$ cat src/rtl/xdisplay_ctrl_pkg.sv
// Shared definitions for the seven-segment display controller:
// digit-word field positions and scan FSM states.
package xdisplay_ctrl_pkg;

  localparam int DISPLAY_W   = 7;
  localparam int DIG_VAL_MSB = 3;
  localparam int DIG_BLANK   = 4;
  localparam int DIG_BLINK   = 5;
  localparam int DIG_DP      = 6;

  localparam logic [DISPLAY_W-1:0] DIG_RST = 7'b0010000;

  typedef enum logic [0:0] {
    XDISP_GUARD = 1'b0,
    XDISP_DRIVE = 1'b1
  } xdisp_state_e;

endpackage

$ cat src/rtl/xdisplay_ctrl_xseg_decode.sv
// Hex value to active-low seven-segment pattern {g,f,e,d,c,b,a}.
// Purely combinational.
module xseg_decode (
  input  logic [3:0] i_val,
  output logic [6:0] o_seg
);

  always_comb begin
    o_seg = 7'h7F;
    case (i_val)
      4'h0: o_seg = 7'h40;
      4'h1: o_seg = 7'h79;
      4'h2: o_seg = 7'h24;
      4'h3: o_seg = 7'h30;
      4'h4: o_seg = 7'h19;
      4'h5: o_seg = 7'h12;
      4'h6: o_seg = 7'h02;
      4'h7: o_seg = 7'h78;
      4'h8: o_seg = 7'h00;
      4'h9: o_seg = 7'h10;
      4'hA: o_seg = 7'h08;
      4'hB: o_seg = 7'h03;
      4'hC: o_seg = 7'h46;
      4'hD: o_seg = 7'h21;
      4'hE: o_seg = 7'h06;
      4'hF: o_seg = 7'h0E;
      default: o_seg = 7'h7F;
    endcase
  end

endmodule

$ cat src/rtl/xdisplay_ctrl.sv
// Four-digit multiplexed seven-segment controller with guard
// gaps between digits and a shared blink phase.
module xdisplay_ctrl
  import xdisplay_ctrl_pkg::*;
#(
  parameter int DATA_W    = 32,
  parameter int SCAN_DIV  = 100000,
  parameter int GUARD_CYC = 500,
  parameter int BLINK_DIV = 25000000
) (
  input  logic              clk,
  input  logic              rst_n,
  input  logic [3:0]        display_sel,
  input  logic [DATA_W-1:0] data_in,
  output logic [6:0]        seg_out,
  output logic              dp_out,
  output logic [3:0]        an_out
);

  localparam int CMAX = (SCAN_DIV > GUARD_CYC) ?
                        SCAN_DIV : GUARD_CYC;
  localparam int CW = $clog2(CMAX + 1);
  localparam int BW = $clog2(BLINK_DIV + 1);

  xdisp_state_e         r_state, w_state_nxt;
  logic [CW-1:0]        r_cnt, w_cnt_nxt;
  logic [1:0]           r_idx, w_idx_nxt;
  logic [DISPLAY_W-1:0] r_dig [4];
  logic [DISPLAY_W-1:0] w_dig_nxt [4];
  logic [BW-1:0]        r_bcnt, w_bcnt_nxt;
  logic                 r_phase, w_phase_nxt;
  logic                 w_last;
  logic [DISPLAY_W-1:0] w_cur;
  logic [6:0]           w_hex;
  logic                 w_dark;
  logic [6:0]           w_seg_nxt;
  logic                 w_dp_nxt;
  logic [3:0]           w_an_nxt;
  logic                 w_unused_data;

  assign w_unused_data = ^data_in[DATA_W-1:DISPLAY_W];

  always_comb begin
    w_state_nxt = r_state;
    w_cnt_nxt   = r_cnt + 1'b1;
    w_idx_nxt   = r_idx;
    w_last      = (r_state == XDISP_GUARD) ?
                  (r_cnt == CW'(GUARD_CYC - 1)) :
                  (r_cnt == CW'(SCAN_DIV - 1));
    if (w_last) begin
      w_cnt_nxt = '0;
      if (r_state == XDISP_GUARD) begin
        w_state_nxt = XDISP_DRIVE;
      end else begin
        w_state_nxt = XDISP_GUARD;
        w_idx_nxt   = r_idx + 2'd1;
      end
    end
  end

  always_comb begin
    w_bcnt_nxt  = r_bcnt + 1'b1;
    w_phase_nxt = r_phase;
    if (r_bcnt == BW'(BLINK_DIV - 1)) begin
      w_bcnt_nxt  = '0;
      w_phase_nxt = ~r_phase;
    end
  end

  always_comb begin
    for (int i = 0; i < 4; i++) begin
      w_dig_nxt[i] = display_sel[i] ?
                     data_in[DISPLAY_W-1:0] : r_dig[i];
    end
  end

  // Outputs look at next-cycle values so writes show immediately
  assign w_cur  = w_dig_nxt[w_idx_nxt];
  assign w_dark = w_cur[DIG_BLANK] |
                  (w_cur[DIG_BLINK] & w_phase_nxt);

  xseg_decode u_dec (
    .i_val (w_cur[DIG_VAL_MSB:0]),
    .o_seg (w_hex)
  );

  always_comb begin
    w_an_nxt  = 4'hF;
    w_seg_nxt = 7'h7F;
    w_dp_nxt  = 1'b1;
    if (w_state_nxt == XDISP_DRIVE) begin
      w_an_nxt = ~(4'b0001 << w_idx_nxt);
      if (!w_dark) begin
        w_seg_nxt = w_hex;
        w_dp_nxt  = ~w_cur[DIG_DP];
      end
    end
  end

  always_ff @(posedge clk) begin
    if (!rst_n) begin
      r_state <= XDISP_GUARD;
      r_cnt   <= '0;
      r_idx   <= 2'd0;
      r_bcnt  <= '0;
      r_phase <= 1'b0;
      for (int i = 0; i < 4; i++) r_dig[i] <= DIG_RST;
      an_out  <= 4'hF;
      seg_out <= 7'h7F;
      dp_out  <= 1'b1;
    end else begin
      r_state <= w_state_nxt;
      r_cnt   <= w_cnt_nxt;
      r_idx   <= w_idx_nxt;
      r_bcnt  <= w_bcnt_nxt;
      r_phase <= w_phase_nxt;
      for (int i = 0; i < 4; i++) r_dig[i] <= w_dig_nxt[i];
      an_out  <= w_an_nxt;
      seg_out <= w_seg_nxt;
      dp_out  <= w_dp_nxt;
    end
  end

endmodule

$ cat config.mk
export PLATFORM = sky130hd
export DESIGN_NAME = xdisplay_ctrl
export DESIGN_NICKNAME = d
export VERILOG_FILES = /design/src/rtl/xdisplay_ctrl_pkg.sv /design/src/rtl/xdisplay_ctrl_xseg_decode.sv /design/src/rtl/xdisplay_ctrl.sv
export SDC_FILE = /design/constraint.sdc
export NUM_CORES = 1
export LEC_CHECK = 0
export CORE_AREA = 3 3 112 114
export CTS_BUF_LIST = sky130_fd_sc_hd__clkbuf_8
export DETAILED_ROUTE_END_ITERATION = 10
export DIE_AREA = 0 0 115 117
export GPL_TIMING_DRIVEN = 0
export SYNTH_ARGS = -nofsm -noshare
export SYNTH_HDL_FRONTEND = slang
export SYNTH_SLANG_ARGS = --single-unit
$ cat constraint.sdc
create_clock -name clk -period 3.4 [get_ports clk]
set_clock_uncertainty 0.15 [all_clocks]
set_input_delay 0.68 -clock clk [delete_from_list [all_inputs] [get_ports clk]]
set_output_delay 0.68 -clock clk [all_outputs]
set_load 0.1 [all_outputs]
==> results.toml <==
[routing]
totalWireLength_um = 8700
post_drt_wl_per_cell_um = 13.5
via_count = 3206
antenna_left = 0
drc = 0
via_per_inst = 4.97
dr.pass1.iters = 4
drtIter0Drc = 101

[sta]
fin_setup_tns_ns = -0.444
final_max_slew_viol_count = 0
rsz0062_at_grt = "yes"
tightest_slew_ns = 0.972
fmax_mhz = 283
finalSetupViolCount = 5
max_slew_margin = 0.350
fin_crit_sh = 1.04
hold_violations = 0
whs_ns = 0.321
worst_slack_ns = -0.137
period_needed_ns = 3.54

[grt]
grt_max_degree = 17
grt_pass1_vias = 3144
grtUsageTotal = 0.136
grt_overflow = 0
antenna_found_initial = 0
grt_pass1_wl_um = 14900

[cells_and_area]
nets = 542
drive_gt1_frac = 0.131
diodes = 0
final_core_util = 0.425
syn_to_final_growth_pct = 20.6

[clocking]
postCtsHoldBufs = 0
cts.sinks = 86
cts_tree = "built"
h-tree-depth = 3
clk_pin_slew_ns = 0.10
cts-buffers-inserted = 9
cts_root_buffer = "clkbuf_8"
max-clock-path-buffers = 2
clock_latency_ns = 0.35

[synth]
synth_edf_count = 0
synth_common_cells = "86 x dfxtp_1, 58 x nor2_1, 37 x nand2_1"
syn_avg_cell_area_um2 = 9.00
synth_cells = 451
yosysUniqueCellTypes = 56
synth_top_area_frac = 0.424
synth_nets = 496
synth_top_area_cell = "dfxtp_1"
yosysMostFrequentCell = "dfxtp_1"
synth-async-reset-ratio = 0
yosys_most_used_dff = "dfxtp_1"
synth_area_um2 = 4060
yosys-top-cells-area = "dfxtp_1 42%, mux2i_1 7.9%, xor2_1 5.6%"
synth_seq_cells = 86
synth-warning-count = 0
seq_area_frac_synth = 0.424

[worst_hold_path]
hold_class = "flip-flop to flip-flop"
hp-start = "r_cnt[0]$_SDFF_PP0_"

[worst_setup_path]
cp_max_fo = 6
worstSetupPathType = "flip-flop to flip-flop"
end_kind = "flip-flop"
path_buf_inv = 3
crit_chain = "or4_1 > or4_4 > a211oi_4 > buf_6 > xnor2_4 > mux2i_4 > a2bb2oi_2 > nor2_4 > buf_6 > ha_4 > inv_2 > or3_1 > o211ai_1"
r2r-start = "r_cnt[10]$_SDFF_PP0_"
cp-startpoint = "r_cnt[10]$_SDFF_PP0_"
slowest_delay_ns = 0.53
crit_top_cell = "buf_6"
cp-start-kind = "flip-flop"
crit_slowest_cell = "or4_4"
arrival_ns = 3.67
critPathRequiredTime_ns = 3.53
cp_top_family = "simple AND/OR/NAND/NOR gates"

[status]
violations = "setup timing"
outcome = "complete, but fails checks"

[die]
initial_core_util = 0.353
die_area_um2 = 13500
io-pin-count = 50
die_h_um = 117
die_x_um = 115
std_cell_rows = 39
core_um2 = 11500

[placed_design]
preCtsSetupSlack_ns = -0.580
io_buffers = 20
dp_hpwl_um = 6090
gp_congestion = 0.810

[power_and_ir_drop]
p_sw_mw = 0.520
seqPwrFrac = 0.508
pwr-share-comb = 0.088
totalPowerFinal_mw = 2.06
p_per_area_nw_per_um2 = 421
clock_power_share = 0.404
peakVddDrop_uv = 201
p_leak_nw = 1.81
internal-power_mw = 1.54
sw_frac_of_total = 0.252

[flow_run]
maxCapViolCount = 0
==> worst paths after layout <==
| kind | slack, ns | depth (start not counted) | endpoint |
|---|---|---|---|
| worst max-delay path | -0.14 | 13 | seg_out[1]$_SDFF_PP1_ |
| worst min-delay path | 0.32 | 1 | r_cnt[0]$_SDFF_PP0_ |
| worst max register to register | -0.14 | 13 | seg_out[1]$_SDFF_PP1_ |
| worst min register to register | 0.32 | 1 | r_cnt[0]$_SDFF_PP0_ |
==> cells by family after synthesis <==
logic type                 after synthesis  share of synthesized area
AOI/OAI and AO/OA                       56                      0.108
xor gates and xnor gates                40                     0.0863
adders and majority gates                7                     0.0216
buffers and inverters                   31                     0.0317
DFF                                     86                      0.424
muxes                                   35                     0.0872
and+or+nand+nor                        196                      0.241
==> what timing repair did <==
item	in CTS	in global routing
endpoints found under the setup margin	7	8
resized for setup	20	8
gates cloned	0	0
buffers inserted	10	5
pin swaps	9	1
hold endpoints to repair	0	0
==> placed cells by master, fill, tap and decap left out, drive strengths merged, types with 5 or more instances in the layout <==
cell           synthesis  final
ha                     7      7
nand2b                 8      8
and2                   5      5
a211oi                 6      6
clkbuf                15     24
and3                   7      7
buf                    5     20
dfxtp                 86     86
xor2                  26     26
nand4                  8      8
mux2i                 32     32
inv                   11     15
nand3                 20     20
or3                    5      5
a21oi                  9      9
nor2b                 32     32
nand2                 38     38
o21ai                 12     12
nor2                  58     58
xnor2                 14     14
clkdlybuf4s50          0     20
==> registers in the layout, indices dropped and copies added (netlist names) <==
register  cells
an_out        4
dp_out        1
r_dig        28
r_state       1
r_phase       1
r_bcnt       25
seg_out       7
r_cnt        17
r_idx         2
==> through the flow <==
stage,std cells,area [um2]
2_1_floorplan,451,4060
3_3_place_gp,614,4440
3_5_place_dp,614,4440
4_1_cts,640,4830
5_1_grt,645,4890
6_report,645,4890
==> metal layers <==
layer	up-vias	part of all wire	wire length (um)	track usage
met1	1518	0.49	4250	0.184
met2	42	0.47	4070	0.222
li1	1640	-	-	-
met5	-	0	0	0
met3	6	0.034	295	0.0262
met4	0	0.0093	81	0.0360
==> worst register-to-register path, cell delays in order, from the launching register on <==
cell	delay, ns
dfxtp_2	0.32
or4_1	0.51
or4_4	0.53
a211oi_4	0.23
buf_6	0.17
xnor2_4	0.15
mux2i_4	0.29
a2bb2oi_2	0.20
nor2_4	0.07
buf_6	0.13
ha_4	0.26
inv_2	0.03
or3_1	0.33
o211ai_1	0.10
==> final cells by class <==
| class | instances | area [um2] |
|---|---|---|
| clock buffer | 9 | 124 |
| buffer | 20 | 90.1 |
| sequential | 86 | 1720 |
| inverter | 11 | 41.3 |
| timing repair buffer | 35 | 320 |
| clock inverter | 7 | 103 |
| multi-input combinational | 334 | 2310 |
| fill | 1157 | 6620 |
| tap | 143 | 179 |
==> power by group through the flow <==
stage / clock [mW] / sequential, mW / combinational (mW)
3_5_place_dp: 0 / 1.07 / 0.160
2_1_floorplan: 0 / 1.07 / 0.115
4_1_cts: 0.849 / 1.05 / 0.174
3_3_place_gp: 0 / 1.07 / 0.156
5_1_grt: 0.889 / 1.05 / 0.201
6_report: 0.832 / 1.05 / 0.182
Power figures use the tool's default switching activity.
